--- src/rtl/axis_rr_arbiter.sv ---
// axis_rr_arbiter: packet-locked round-robin arbiter that merges N AXI-Stream
// sources onto one registered output stage tagged with the source index.
// A source keeps the grant from its first accepted beat until its tlast beat
// is accepted. The search for the next grant starts just after the last
// packet's owner. An IDLE cycle between packets is used to arbitrate.
module axis_rr_arbiter #(
  parameter int DW = 24,
  parameter int N  = 4
) (
  input  logic                      clk,
  input  logic                      rst,
  input  logic [N*DW-1:0]           s_axis_tdata,
  input  logic [N-1:0]              s_axis_tvalid,
  input  logic [N-1:0]              s_axis_tlast,
  output logic [N-1:0]              s_axis_tready,
  output logic [DW-1:0]             m_axis_tdata,
  output logic                      m_axis_tvalid,
  output logic                      m_axis_tlast,
  output logic [((N > 1) ? $clog2(N) : 1)-1:0] m_axis_tid,
  input  logic                      m_axis_tready,
  output logic                      busy
);

  localparam int IW = (N > 1) ? $clog2(N) : 1;

  typedef enum logic {
    IDLE = 1'b0,
    BUSY = 1'b1
  } state_t;

  state_t          state_q, state_d;
  logic [IW-1:0]   grant_q, grant_d;
  logic [IW-1:0]   last_grant_q, last_grant_d;
  logic [DW-1:0]   m_tdata_q, m_tdata_d;
  logic            m_tlast_q, m_tlast_d;
  logic [IW-1:0]   m_tid_q, m_tid_d;
  logic            m_tvalid_q, m_tvalid_d;

  logic            pick_found;
  logic [IW-1:0]   pick_idx;
  logic            g_valid;
  logic [DW-1:0]   g_data;
  logic            g_last;
  logic            can_load;
  logic            accept;
  logic [N-1:0]    ready;

  // Round-robin search: first valid source at offset 1..N from last_grant.
  always_comb begin
    pick_found = 1'b0;
    pick_idx   = '0;
    for (int k = 1; k <= N; k++) begin
      for (int i = 0; i < N; i++) begin
        if (!pick_found && s_axis_tvalid[i] &&
            ((int'(last_grant_q) + k) % N == i)) begin
          pick_found = 1'b1;
          pick_idx   = IW'(i);
        end
      end
    end
  end

  // Select the granted source's beat and drive its ready; all others stay low.
  always_comb begin
    g_valid  = 1'b0;
    g_data   = '0;
    g_last   = 1'b0;
    ready    = '0;
    // The output register can take a beat when empty or draining this cycle.
    can_load = !m_tvalid_q || m_axis_tready;
    for (int i = 0; i < N; i++) begin
      if (grant_q == IW'(i)) begin
        g_valid = s_axis_tvalid[i];
        g_data  = s_axis_tdata[i*DW +: DW];
        g_last  = s_axis_tlast[i];
        if (state_q == BUSY) begin
          ready[i] = can_load;
        end
      end
    end
    accept = (state_q == BUSY) && g_valid && can_load;
  end

  // Next-state logic for the grant FSM and the output register.
  always_comb begin
    state_d      = state_q;
    grant_d      = grant_q;
    last_grant_d = last_grant_q;
    m_tdata_d    = m_tdata_q;
    m_tlast_d    = m_tlast_q;
    m_tid_d      = m_tid_q;
    m_tvalid_d   = m_tvalid_q;

    case (state_q)
      IDLE: begin
        if (pick_found) begin
          grant_d = pick_idx;
          state_d = BUSY;
        end
      end
      BUSY: begin
        // The grant is held through tvalid gaps; only an accepted tlast releases it.
        if (accept && g_last) begin
          last_grant_d = grant_q;
          state_d      = IDLE;
        end
      end
      default: state_d = IDLE;
    endcase

    // A load wins over a drain so packets stream without bubbles.
    if (accept) begin
      m_tdata_d  = g_data;
      m_tlast_d  = g_last;
      m_tid_d    = grant_q;
      m_tvalid_d = 1'b1;
    end else if (m_tvalid_q && m_axis_tready) begin
      m_tvalid_d = 1'b0;
    end
  end

  // State and output registers; reset discards any in-flight beat.
  always_ff @(posedge clk) begin
    if (rst) begin
      state_q      <= IDLE;
      grant_q      <= '0;
      last_grant_q <= IW'(N - 1);
      m_tdata_q    <= '0;
      m_tlast_q    <= 1'b0;
      m_tid_q      <= '0;
      m_tvalid_q   <= 1'b0;
    end else begin
      state_q      <= state_d;
      grant_q      <= grant_d;
      last_grant_q <= last_grant_d;
      m_tdata_q    <= m_tdata_d;
      m_tlast_q    <= m_tlast_d;
      m_tid_q      <= m_tid_d;
      m_tvalid_q   <= m_tvalid_d;
    end
  end

  assign s_axis_tready = ready;
  assign m_axis_tdata  = m_tdata_q;
  assign m_axis_tvalid = m_tvalid_q;
  assign m_axis_tlast  = m_tlast_q;
  assign m_axis_tid    = m_tid_q;
  assign busy          = (state_q == BUSY);

endmodule

--- config.mk ---
export PLATFORM = sky130hd
export DESIGN_NAME = axis_rr_arbiter
export DESIGN_NICKNAME = d
export VERILOG_FILES = /design/src/rtl/axis_rr_arbiter.sv
export SDC_FILE = /design/constraint.sdc
export NUM_CORES = 1
export LEC_CHECK = 0
export ABC_AREA = 1
export CAP_MARGIN = 20
export CORE_MARGIN = 2
export CORE_UTILIZATION = 37
export CTS_CLUSTER_SIZE = 40
export DETAILED_ROUTE_END_ITERATION = 16
export GPL_ROUTABILITY_DRIVEN = 0
export PLACE_DENSITY = 0.81
export SYNTH_ARGS = -nofsm -noshare
export SYNTH_HDL_FRONTEND = slang
export SYNTH_SLANG_ARGS = --single-unit
--- constraint.sdc ---
create_clock -name clk -period 2.17 [get_ports clk]
set_clock_uncertainty 0.1 [all_clocks]
set_input_delay 0.434 -clock clk [delete_from_list [all_inputs] [get_ports clk]]
set_output_delay 0.434 -clock clk [all_outputs]
set_load 0.02 [all_outputs]
==> results.json <==
{
  "ant_nets": 0,
  "path_class": "input port to flip-flop",
  "power_frac_seq_pct": 30.0,
  "fp-row-count": 28,
  "num_antenna_cells": 0,
  "syn_nets": 411,
  "io_pins": 140,
  "yosysWarnings": 0,
  "use_met2_pct": 43.5,
  "grt_max_degree": 31,
  "setup_violations": 0,
  "clock_path_buffers": 2,
  "cap_violations": 0,
  "setup_tns_ns": 0,
  "worstPathMaxFanout": 3,
  "cp.arrival_ns": 2.16,
  "numCtsBuffers": 5,
  "max_slew_margin_pct": 67.8,
  "switching_share_pct": 38.4,
  "drc": 0,
  "clockRootBuffer": "clkbuf_8",
  "multi_input_area_mm2": 0.00135,
  "p_leak_nw": 1.55,
  "rr_worst_depth": 11,
  "cts_sinks": 33,
  "endpoint_kind": "flip-flop",
  "seqCellArea_um2": 661,
  "hold_buffers": 0,
  "grt_pass1_wl_um": 12000,
  "power_frac_clock_pct": 17.5,
  "outcome": "completed",
  "grt.total_usage_pct": 23.5,
  "power.internal_w": 0.00162,
  "grt_pass1_vias": 2655,
  "fmax_ghz": 0.479,
  "p_total_w": 0.00263,
  "hold_depth": 2,
  "layout_min_cycle_time_ns": 2.09,
  "synth_cell_types": 31,
  "syn-cell-area_mm2": 0.00220,
  "switchingPower_w": 0.00101,
  "yosysSeqAreaShare_pct": 30.0,
  "syn_avg_cell_area_um2": 7.25,
  "fin_hold_ws_ns": 0.364,
  "cts_tree": "yes",
  "post_dp_cell_area_mm2": 0.00378,
  "htree_levels": 2,
  "p_per_area_mw_per_mm2": 678,
  "fin_area_mm2": 0.00388,
  "worst_slew_pin_slew_ns": 0.481,
  "routedWlPerCell_um": 15.3,
  "firstDrtPassIters": 4,
  "portBuffers": 139,
  "max-vdd-ir-drop_v": 0.000323,
  "place_hpwl_um": 6260,
  "area_delta_synth_final_pct": 76.1,
  "overflow": 0,
  "die_area_mm2": 0.00659,
  "crit_required_ns": 2.24,
  "clk_pin_slew_worst_paths_ns": 0.06,
  "hold_class": "flip-flop to flip-flop",
  "busiest_layer": "met2",
  "vias_per_cell": 5.23,
  "fillers": 498,
  "grt_util_met3_pct": 4.89,
  "vias": 2764,
  "coreArea_mm2": 0.00585,
  "post-route-period-util_pct": 96.1,
  "critPathLaunchType": "input port",
  "cts_setup_buffers": 0,
  "cts_resized": 4,
  "clkLatencyLatePin_ns": 0.28,
  "drt-initial-drc-count": 83,
  "synthCells": 304,
  "use_met1_pct": 25.4,
  "nNetsFinal": 560,
  "grt_antenna_before_repair": 0,
  "floorplan.initialDensity_pct": 37.7,
  "wirelength_um": 8060,
  "layout-drive-gt1-share_pct": 16.6,
  "die_h_um": 81.2,
  "timing.final.hold_violations": 0,
  "synth_seq_cells": 33,
  "pwr-share-comb_pct": 52.5,
  "die_w_um": 81.2,
  "finalMaxSlewViolations": 0
}
## synthesized netlist by cell type
cell type	instances	share of area, %
nand3_2	1	0.45
nor2_2	4	1.1
o21a_1	1	0.34
dfxtp_1	33	30
o211ai_1	2	0.68
a311oi_1	1	0.40
buf_1	1	0.17
clkbuf_1	11	1.9
nand3_1	20	4.5
nor2_4	1	0.51
nand4_1	3	0.85
buf_2	1	0.23
inv_1	27	4.6
a21oi_1	6	1.4
o21bai_1	1	0.34
a311oi_2	12	8.2
nor2_1	58	9.9
buf_4	4	1.4
nor3_2	2	0.91
nor3b_1	1	0.34
inv_2	6	1.0
buf_6	2	1.0
o21ai_0	1	0.23
o221ai_1	1	0.40
nor3_1	3	0.68
a221oi_1	24	9.5
nand4_2	3	1.7
a211oi_2	11	6.2
nand2_2	1	0.28
nand2_1	58	9.9
o21ai_1	4	0.91
## metal layers
layer	vias to the layer above	part of all wire [%]
met5	-	0
met4	0	3.3
met3	23	8.0
met2	121	51
met1	1264	37
li1	1356	-
## cells in the final DEF (no fill, tap or decap), drive strengths merged, types with 13 or more instances in the layout
cell type | synthesis | layout
a221oi | 24 | 24
nand2 | 59 | 59
nand3 | 21 | 21
nor2 | 63 | 63
clkdlybuf4s50 | 0 | 134
dfxtp | 33 | 33
a311oi | 13 | 13
buf | 8 | 22
inv | 33 | 33
## critical path, cell delays in order
cell and delay [ns]:
clkdlybuf4s50_1 0.45, nand3_1 0.12, nand2_2 0.06, nor2_2 0.14, nand4_2 0.15, nor2_4 0.17, nand4_4 0.13, nor3_4 0.16
nand4_2 0.13, a21oi_1 0.16, nor2_1 0.05
## kinds of logic (layout without fill, tap and decap cells)
kind of cell	Yosys count	count (layout)	share of synthesized area [%]
and+or+nand+nor	155	155	31.2
AOI/OAI and AO/OA	64	64	28.6
buffers and inverters	52	201	10.3
DFF	33	33	30.0
## per-stage QoR
stage | worst slack (ns) | utilization (%) | cells
after floorplan | 0.442 | - | 304
after global placement | -0.217 | 64.6 | 521
after detailed placement | -0.253 | 64.6 | 521
after CTS | 0.0201 | 66.0 | 528
after global routing | -0.0556 | 66.4 | 528
final | 0.0841 | 66.4 | 528
## flip-flops by register name, summed over array words and instances (netlist names)
register       cells
m_axis_tdata      24
m_axis_tlast       1
busy               1
grant_q            2
last_grant_q       2
m_axis_tvalid      1
m_axis_tid         2
## layout make-up
type	instances	area share [%]
repair buffers	161	40.3
multi-input cells	219	34.9
flip-flops and latches	33	17.0
inverters	33	3.19
well taps	75	2.42
clock buffers	7	2.22
## power by group through the flow
stage	Clock, W	Combinational [W]	Sequential, W
final	0.000461	0.00138	0.000791
after global routing	0.000505	0.00150	0.000805
after CTS	0.000473	0.00137	0.000791
after detailed placement	0	0.00137	0.000803
after global placement	0	0.00134	0.000799
after floorplan	0	0.000674	0.000902
## path summary, 6_finish.rpt
path              slack [ns]        startpoint            to
setup / recovery        0.08  s_axis_tvalid[2]    grant_q[1]
hold / removal          0.36      m_axis_tlast  m_axis_tlast
setup reg to reg        0.18   last_grant_q[1]    grant_q[1]
hold reg to reg         0.36      m_axis_tlast  m_axis_tlast
Note: power is estimated with default switching activity, not from simulation.
